<file path="config.mk">
export PLATFORM = sky130hd
export DESIGN_NAME = wb_arbiter_flat
export DESIGN_NICKNAME = d
export VERILOG_FILES = /design/src/rtl/wb_arbiter_if.sv /design/src/rtl/wb_arbiter.sv /design/src/flat_wrapper.sv
export SDC_FILE = /design/constraint.sdc
export NUM_CORES = 1
export LEC_CHECK = 0
export BUFFER_PORTS_ARGS = -buffer_cell sky130_fd_sc_hd__buf_2
export CELL_PAD_IN_SITES_DETAIL_PLACEMENT = 1
export CELL_PAD_IN_SITES_GLOBAL_PLACEMENT = 2
export CORE_AREA = 4 4 101 103
export CTS_CLUSTER_SIZE = 25
export DETAILED_ROUTE_END_ITERATION = 10
export DIE_AREA = 0 0 105 107
export PLACE_DENSITY = 0.9
export SLEW_MARGIN = 20
export SYNTH_ARGS = -nofsm -noshare
export SYNTH_HDL_FRONTEND = slang
export SYNTH_SLANG_ARGS = --single-unit
export TNS_END_PERCENT = 5
</file>
<file path="constraint.sdc">
create_clock -name clk -period 2.35 [get_ports clk]
set_input_delay 0 -clock clk [delete_from_list [all_inputs] [get_ports clk]]
set_output_delay 0 -clock clk [all_outputs]
set_load 0.05 [all_outputs]
</file>
<file path="src/rtl/wb_arbiter_if.sv">
// Register-file write arbiter bus: ALU and divider result inputs, merged write port, status.
// Pure signal bundle with no timing of its own; the arbiter sets all latencies.
// Backpressure is div_ready only. ALU writes are always accepted.
interface wb_arbiter_if;
    logic        alu_wen;
    logic [4:0]  alu_waddr;
    logic [31:0] alu_wdata;
    logic        div_valid;
    logic        div_ready;
    logic [4:0]  div_waddr;
    logic [31:0] div_wdata;
    logic        write_en;
    logic [4:0]  write_reg_addr;
    logic [31:0] write_data;
    logic [31:0] busy_mask;
    logic [2:0]  fifo_count;

    // Producer side: drives the result sources and observes the write port.
    modport master (
        output alu_wen, alu_waddr, alu_wdata,
        output div_valid, div_waddr, div_wdata,
        input  div_ready,
        input  write_en, write_reg_addr, write_data,
        input  busy_mask, fifo_count
    );

    // Arbiter side.
    modport slave (
        input  alu_wen, alu_waddr, alu_wdata,
        input  div_valid, div_waddr, div_wdata,
        output div_ready,
        output write_en, write_reg_addr, write_data,
        output busy_mask, fifo_count
    );
endinterface

</file>
<file path="src/rtl/wb_arbiter.sv">
// Merges ALU and divider results onto one register-file write port; ALU always wins. WB_FIFO_EN selects queued divider path.
// Latency: ALU 1 cycle; divider 2+ cycles via a 4-entry FIFO (WB_FIFO_EN) or 1 cycle direct (default).
// Backpressure: div_ready = fifo_count<4 with WB_FIFO_EN, otherwise div_ready = !alu_wen.
module wb_arbiter (
    input  logic         clk,
    input  logic         rst,
    wb_arbiter_if.slave  bus
);

    // ALU writes to r0 are dropped; they neither win the port nor kill queued entries.
    logic alu_eff;
    assign alu_eff = bus.alu_wen && (bus.alu_waddr != 5'd0);

    // Registered write port
    logic        wen_q,   wen_d;
    logic [4:0]  waddr_q, waddr_d;
    logic [31:0] wdata_q, wdata_d;

    assign bus.write_en       = wen_q;
    assign bus.write_reg_addr = waddr_q;
    assign bus.write_data     = wdata_q;

    // Accepted divider handshake
    logic div_acc;

`ifdef WB_FIFO_EN

    localparam int DEPTH = 4;

    logic [4:0]       ent_addr_q [DEPTH];
    logic [4:0]       ent_addr_d [DEPTH];
    logic [31:0]      ent_data_q [DEPTH];
    logic [31:0]      ent_data_d [DEPTH];
    logic [DEPTH-1:0] live_q,  live_d;
    logic [1:0]       wptr_q,  wptr_d;
    logic [1:0]       rptr_q,  rptr_d;
    logic [2:0]       count_q, count_d;
    logic [31:0]      busy_q,  busy_d;

    logic push;
    logic pop;
    logic head_live;

    // Readiness only looks at registered occupancy, so a pop never opens a slot for the same cycle.
    assign bus.div_ready  = (count_q < 3'd4);
    assign div_acc        = bus.div_valid && bus.div_ready;
    assign push           = div_acc && (bus.div_waddr != 5'd0);
    assign pop            = (count_q != 3'd0) && !alu_eff;
    assign head_live      = live_q[rptr_q];

    assign bus.busy_mask  = busy_q;
    assign bus.fifo_count = count_q;

    // Next FIFO state: kill matching entries on an ALU write, pop the head when the ALU is idle, push accepted results.
    always_comb begin
        ent_addr_d = ent_addr_q;
        ent_data_d = ent_data_q;
        live_d     = live_q;
        wptr_d     = wptr_q;
        rptr_d     = rptr_q;
        count_d    = count_q + {2'b00, push} - {2'b00, pop};

        if (alu_eff) begin
            for (int i = 0; i < DEPTH; i++) begin
                if (ent_addr_q[i] == bus.alu_waddr) begin
                    live_d[i] = 1'b0;
                end
            end
        end

        // Popped slots lose their live bit so the busy mask only ever sees occupied slots.
        if (pop) begin
            live_d[rptr_q] = 1'b0;
            rptr_d         = rptr_q + 2'd1;
        end

        // An entry arriving alongside an ALU write to the same register is already stale.
        if (push) begin
            ent_addr_d[wptr_q] = bus.div_waddr;
            ent_data_d[wptr_q] = bus.div_wdata;
            live_d[wptr_q]     = !(alu_eff && (bus.div_waddr == bus.alu_waddr));
            wptr_d             = wptr_q + 2'd1;
        end
    end

    // Busy mask is derived from the next FIFO state so it moves in lockstep with the queue.
    always_comb begin
        busy_d = '0;
        for (int i = 0; i < DEPTH; i++) begin
            if (live_d[i]) begin
                busy_d[ent_addr_d[i]] = 1'b1;
            end
        end
    end

    // Port selection: ALU first, then a live FIFO head; a dead head pops silently.
    always_comb begin
        wen_d   = 1'b0;
        waddr_d = waddr_q;
        wdata_d = wdata_q;
        if (alu_eff) begin
            wen_d   = 1'b1;
            waddr_d = bus.alu_waddr;
            wdata_d = bus.alu_wdata;
        end else if (pop && head_live) begin
            wen_d   = 1'b1;
            waddr_d = ent_addr_q[rptr_q];
            wdata_d = ent_data_q[rptr_q];
        end
    end

    // Control state; reset empties the queue so no queued write ever reaches the port.
    always_ff @(posedge clk) begin
        if (rst) begin
            wen_q   <= 1'b0;
            waddr_q <= 5'd0;
            wdata_q <= 32'd0;
            live_q  <= '0;
            wptr_q  <= 2'd0;
            rptr_q  <= 2'd0;
            count_q <= 3'd0;
            busy_q  <= 32'd0;
        end else begin
            wen_q   <= wen_d;
            waddr_q <= waddr_d;
            wdata_q <= wdata_d;
            live_q  <= live_d;
            wptr_q  <= wptr_d;
            rptr_q  <= rptr_d;
            count_q <= count_d;
            busy_q  <= busy_d;
        end
    end

    // Payload storage is not reset; live bits and occupancy gate every use of it.
    always_ff @(posedge clk) begin
        ent_addr_q <= ent_addr_d;
        ent_data_q <= ent_data_d;
    end

`else

    // Without the queue the divider can only take the port when the ALU is not asserting.
    assign bus.div_ready  = !bus.alu_wen;
    assign div_acc        = bus.div_valid && bus.div_ready;
    assign bus.busy_mask  = 32'd0;
    assign bus.fifo_count = 3'd0;

    // Port selection: ALU first, then an accepted non-r0 divider result straight through.
    always_comb begin
        wen_d   = 1'b0;
        waddr_d = waddr_q;
        wdata_d = wdata_q;
        if (alu_eff) begin
            wen_d   = 1'b1;
            waddr_d = bus.alu_waddr;
            wdata_d = bus.alu_wdata;
        end else if (div_acc && (bus.div_waddr != 5'd0)) begin
            wen_d   = 1'b1;
            waddr_d = bus.div_waddr;
            wdata_d = bus.div_wdata;
        end
    end

    // Registered write port.
    always_ff @(posedge clk) begin
        if (rst) begin
            wen_q   <= 1'b0;
            waddr_q <= 5'd0;
            wdata_q <= 32'd0;
        end else begin
            wen_q   <= wen_d;
            waddr_q <= waddr_d;
            wdata_q <= wdata_d;
        end
    end

`endif

endmodule

</file>
<file path="src/flat_wrapper.sv">
// flat-port wrapper written by rule: the top's interface ports become plain ports
module wb_arbiter_flat 
  (clk, rst, bus_alu_wen, bus_alu_waddr, bus_alu_wdata, bus_div_valid, bus_div_waddr, bus_div_wdata, bus_div_ready, bus_write_en, bus_write_reg_addr, bus_write_data, bus_busy_mask, bus_fifo_count);
  wb_arbiter_if bus_i ();
  input  logic clk;
  input  logic rst;
  input wire logic [$bits(bus_i.alu_wen)-1:0] bus_alu_wen;
  input wire logic [$bits(bus_i.alu_waddr)-1:0] bus_alu_waddr;
  input wire logic [$bits(bus_i.alu_wdata)-1:0] bus_alu_wdata;
  input wire logic [$bits(bus_i.div_valid)-1:0] bus_div_valid;
  input wire logic [$bits(bus_i.div_waddr)-1:0] bus_div_waddr;
  input wire logic [$bits(bus_i.div_wdata)-1:0] bus_div_wdata;
  output wire logic [$bits(bus_i.div_ready)-1:0] bus_div_ready;
  output wire logic [$bits(bus_i.write_en)-1:0] bus_write_en;
  output wire logic [$bits(bus_i.write_reg_addr)-1:0] bus_write_reg_addr;
  output wire logic [$bits(bus_i.write_data)-1:0] bus_write_data;
  output wire logic [$bits(bus_i.busy_mask)-1:0] bus_busy_mask;
  output wire logic [$bits(bus_i.fifo_count)-1:0] bus_fifo_count;
  assign bus_i.alu_wen = bus_alu_wen;
  assign bus_i.alu_waddr = bus_alu_waddr;
  assign bus_i.alu_wdata = bus_alu_wdata;
  assign bus_i.div_valid = bus_div_valid;
  assign bus_i.div_waddr = bus_div_waddr;
  assign bus_i.div_wdata = bus_div_wdata;
  assign bus_div_ready = bus_i.div_ready;
  assign bus_write_en = bus_i.write_en;
  assign bus_write_reg_addr = bus_i.write_reg_addr;
  assign bus_write_data = bus_i.write_data;
  assign bus_busy_mask = bus_i.busy_mask;
  assign bus_fifo_count = bus_i.fifo_count;
  wb_arbiter u_core (.clk(clk), .rst(rst), .bus(bus_i));
endmodule
</file>
== Word-level counts from Yosys, hierarchy flattened ==
Index checks and enable logic that the tools add are counted.
Storage, ports and cells
  flip-flop bits (word level): 38
  bits in latches: 0
  memory bits (writable): 0
  bits in read-only memories: 0
  memories kept: 0
Cells by class
  add/subtract/negate cells: 0
  multipliers: 0
  divide/modulo/power cells: 0
  $lt $le $gt $ge: 0
  equality and inequality tests: 0
  shifts and indexed selects: 0
  muxes and demuxes: 6
  bitwise operators: 0
  reductions and logical operators: 7
Operator list (count)
  2-to-1 mux 32 bit: 2
  2-to-1 mux 5 bit: 2
  nonzero test 5 bit: 2
  logical AND 1 bit: 3
  2-to-1 mux 1 bit: 2
  nonzero test 2 bit: 1
  logical NOT 1 bit: 1

== Longest topological paths before layout ==
  depth in word-level cells: 5
  mapped depth: 7

== Least setup slack after synthesis ==
OpenSTA, ideal clock, no wires.
  path type: in2reg
  start point: input bus_div_waddr[2]
  end point: register u_core.wdata_q[10], in the netlist u_core.bus.write_data[10]
  setup time: 146 ps
  arrival: 1178 ps
  slack: 1026 ps
  stages: 6
  buffers on the path: 2
  cell sequence: or4_1 > o21ai_2 > and2_2 > buf_4 > buf_6 > a211oi_2
Between the ends
  cells in the longest elaborated chain, start to end: 3
Ends and longest elaborated chain
  from (decl): line flat_wrapper.sv:11  | input wire logic [$bits(bus_i.div_waddr)-1:0] bus_div_waddr;
  nonzero test 5 bit: line wb_arbiter.sv:158  | end else if (div_acc && (bus.div_waddr != 5'd0)) begin
  logical AND 1 bit: line wb_arbiter.sv:158
  nonzero test 2 bit (no line)
  to (signal assigned): line wb_arbiter.sv:174  | wdata_q <= wdata_d;
  to (decl): line wb_arbiter.sv:17  | logic [31:0] wdata_q, wdata_d;
Every way passes these cells.
A chain may end at the register's enable or synchronous reset.

== Worst setup path after layout ==
  start point: input bus_alu_waddr[2]
  end point: register u_core.wdata_q[24], in the netlist u_core.bus.write_data[24]
Between the ends
  cells in the longest elaborated chain, start to end: 3
  elaborated cells between the ends (all ways): 4
  those cells by class: mux: 1; reduce/logical: 3
Ends and longest elaborated chain
  from (decl): line flat_wrapper.sv:8  | input wire logic [$bits(bus_i.alu_waddr)-1:0] bus_alu_waddr;
  nonzero test 5 bit (*): line wb_arbiter.sv:12  | assign alu_eff = bus.alu_wen && (bus.alu_waddr != 5'd0);
  logical AND 1 bit (*): line wb_arbiter.sv:12
  2-to-1 mux 32 bit / nonzero test 2 bit (equally long branches)
Mark *: on every way between the ends. The rest lies on a longest branch, timed or not.

==> reports/qor.txt <==
Placed Area = 2560 µm²
# nets final = 405
Commonest cells after routing, fill and taps aside = 116 x buf_2, 38 x dfxtp_1, 35 x inv_1, 35 x conb_1, 32 x o22ai_1
Post-synthesis cell type count = 27
Commonest non-fill, non-tap cell in the layout = buf_2
Resize count post-CTS = 0
Synthesis-stage register bit count = 38
Area leader, netlist = dfxtp_1
Sequential cell area = 761 µm²
Relative slew slack = 34.4%
Clk_lat worst skew = 0.28 ns
Area growth syn-to-layout = 27.5%
Met3 WL = 503 µm
Fillers = 1,137
Clock transition at path regs = 0.07 ns
Critical path capture point type = flop
First-pass GRT wire length = 9320 µm
Clk_skew = 0 ns
Final std cells w/o fill = 437
Status = finished, final reports clean
N_diodes = 0
Final Hold Slack = 0.0148 ns
Hold EP = u_core.bus.write_reg_addr[3]$_SDFFE_PP0P_
Reg2Reg Setup Slack = 1.59 ns
Max rail drop VDD = 0.000186 V
First-pass DRT Iterations = 3
Via count = 1,867
RSZ-0062 raised after global routing = false
Root Driver = clkbuf_8
Final Slew Violations = 0
Min-Delay Path Class = in -> reg
Num CTS Buffers = 5
Fin util = 28.8%
Cells after Synth = 216
Sum of negative setup slack = 0 ns
Share of cells above drive strength 1 = 48.8%
Cts hold-fix bufs = 1
Max-Cap Viols = 0
Metal1 wirelength = 2270 µm
Final setup fails = 0
Die area = 11,200 µm²
Mapped Area = 2080 µm²
Overflow after GRT = 0
WS Path Type = in -> reg
Worst EP arrival = 1.99 ns
Sink Count = 38
Core area = 9200 µm²
Fmax = 0.552 GHz
RR Startpoint = u_core.bus.write_data[24]$_SDFFE_PP0P_
Post-synthesis area per instance = 9.63 µm²
Largest delay share family, worst path = buffers and inverters
Synth warn = 0
Largest stage delay, worst path = 0.53 ns
Cell leakage power = 0.00125 µW
Die X = 105 µm
Cell row count = 35
Kind of launch point of the worst setup path = input pin
Crit path required time = 2.52 ns
Max clock buf depth = 2
Worst Tran Pin Value = 0.984 ns
Final hold vios = 0
Largest net degree at the start of global routing = 39
Post-CTS Setup Inserts = 0
Wire length on met2 = 3130 µm
Hold depth = 3
GPL Wtd Cong = 0.674
Depth of the CTS H-tree = 2
Area of the multi-input gates = 897 µm²
Period utilization = 77.2%
TritonCTS clock tree = built
Critical path buffers and inverters = 3
Crit-path cells = dlygate4sd3_1 > buf_2 > or3_4 > o31ai_4 > buf_4 > o22ai_1 > a211oi_1
DR DRC count = 0
PortBufs = 116
Vias/cell = 4.27
Critical path peak fanout = 23
Post-route cell area = 2650 µm²
Pwr/cell area = 678 nW/µm²
RR Endpoint = u_core.bus.write_data[24]$_SDFFE_PP0P_
Post-synthesis sequential area ratio = 36.6%
Vias in the first global route = 1,910
DR WL/cell = 13.6 µm
DR top layer = met4
Final WL = 5950 µm
Post-DRT Antenna Nets = 0
Initial antenna violation count = 0
Hold path startpoint = bus_alu_waddr[3]
GRT Total Usage = 10.2%
Cell depth of the worst flop-to-flop path = 2
Initial drt markers = 43
Placed cells = 430
Min Tclk post-route = 1.81 ns
I/O pin cnt = 152
Area fraction of the dominant cell type after synthesis = 36.6%
Dpl hpwl = 4770 µm
Die H = 107 µm
Slowest CP cell = dlygate4sd3_1
Initial Utilization = 22.6%
Synth top area cells = dfxtp_1 37%, a211oi_2 16%, buf_4 14%, o22ai_1 9.6%, inv_1 6.3%
==> area by class of cell <==
cell class,instances,area share (%)
Tap cell,111,5.24
Multi-Input combinational cell,125,33.8
Timing Repair Buffer,122,24.2
Sequential cell,38,28.7
Clock buffer,6,3.11
Inverter,35,4.96
==> per-stage QoR <==
stage                     setup slack (ns)  power (µW)
after floorplan                       1.03        1280
after global placement               0.793        1370
after detailed placement             0.616        1380
after CTS                            0.506        1830
after global routing                 0.403        1900
final                                0.537        1800
==> synthesized netlist by cell type (all sizes together) <==
| library cell | number |
|---|---|
| a211oi | 34 |
| conb | 1 |
| clkbuf | 5 |
| and2 | 3 |
| or3 | 1 |
| and3 | 2 |
| a21oi | 5 |
| inv | 35 |
| nor2 | 1 |
| a22oi | 1 |
| o31ai | 1 |
| o22ai | 32 |
| o21ai | 3 |
| or4 | 1 |
| buf | 47 |
| nor2b | 1 |
| a221oi | 2 |
| dfxtp | 38 |
| nand3 | 3 |
==> state kept, by name, summed over array words and instances (netlist names) <==
register and cells:
u_core.bus.write_data 32, u_core.bus.write_en 1, u_core.bus.write_reg_addr 5
==> worst reg2reg max path: stages (launching register included) <==
cell and delay [ns]:
dfxtp_1 0.34, inv_1 0.05, a211oi_1 0.26
==> worst max path at each step <==
stage,from,endpoint,slack [ns],depth (start not counted)
after floorplan,bus_div_waddr[2],u_core.bus.write_data[10]$_SDFFE_PP0P_,1.03,6
after global placement,bus_div_waddr[2],u_core.bus.write_reg_addr[0]$_SDFFE_PP0P_,0.79,6
after detailed placement,bus_div_waddr[2],u_core.bus.write_data[24]$_SDFFE_PP0P_,0.62,6
after CTS,bus_alu_waddr[2],u_core.bus.write_data[24]$_SDFFE_PP0P_,0.51,7
after global routing,bus_alu_waddr[2],u_core.bus.write_data[24]$_SDFFE_PP0P_,0.40,7
final,bus_alu_waddr[2],u_core.bus.write_data[24]$_SDFFE_PP0P_,0.54,7
==> routing by layer <==
metal	vias to the layer above	track usage (%)
met3	4	3.61
met5	-	0
li1	909	-
met1	868	10.9
met4	0	2.53
met2	86	18.9
==> kinds of logic after synthesis <==
group / synth area share (%)
buf+inv: 26.8
compound gates: 32.7
simple gates: 3.73
flops: 36.6
other cells: 0.180
==> power breakdown <==
group,internal (µW),leakage (µW),switching (µW)
combinational,162,0.000890,473
clock,226,0.0000431,213
sequential,698,0.000316,23.7
Note: power is estimated with default switching activity, not from simulation.
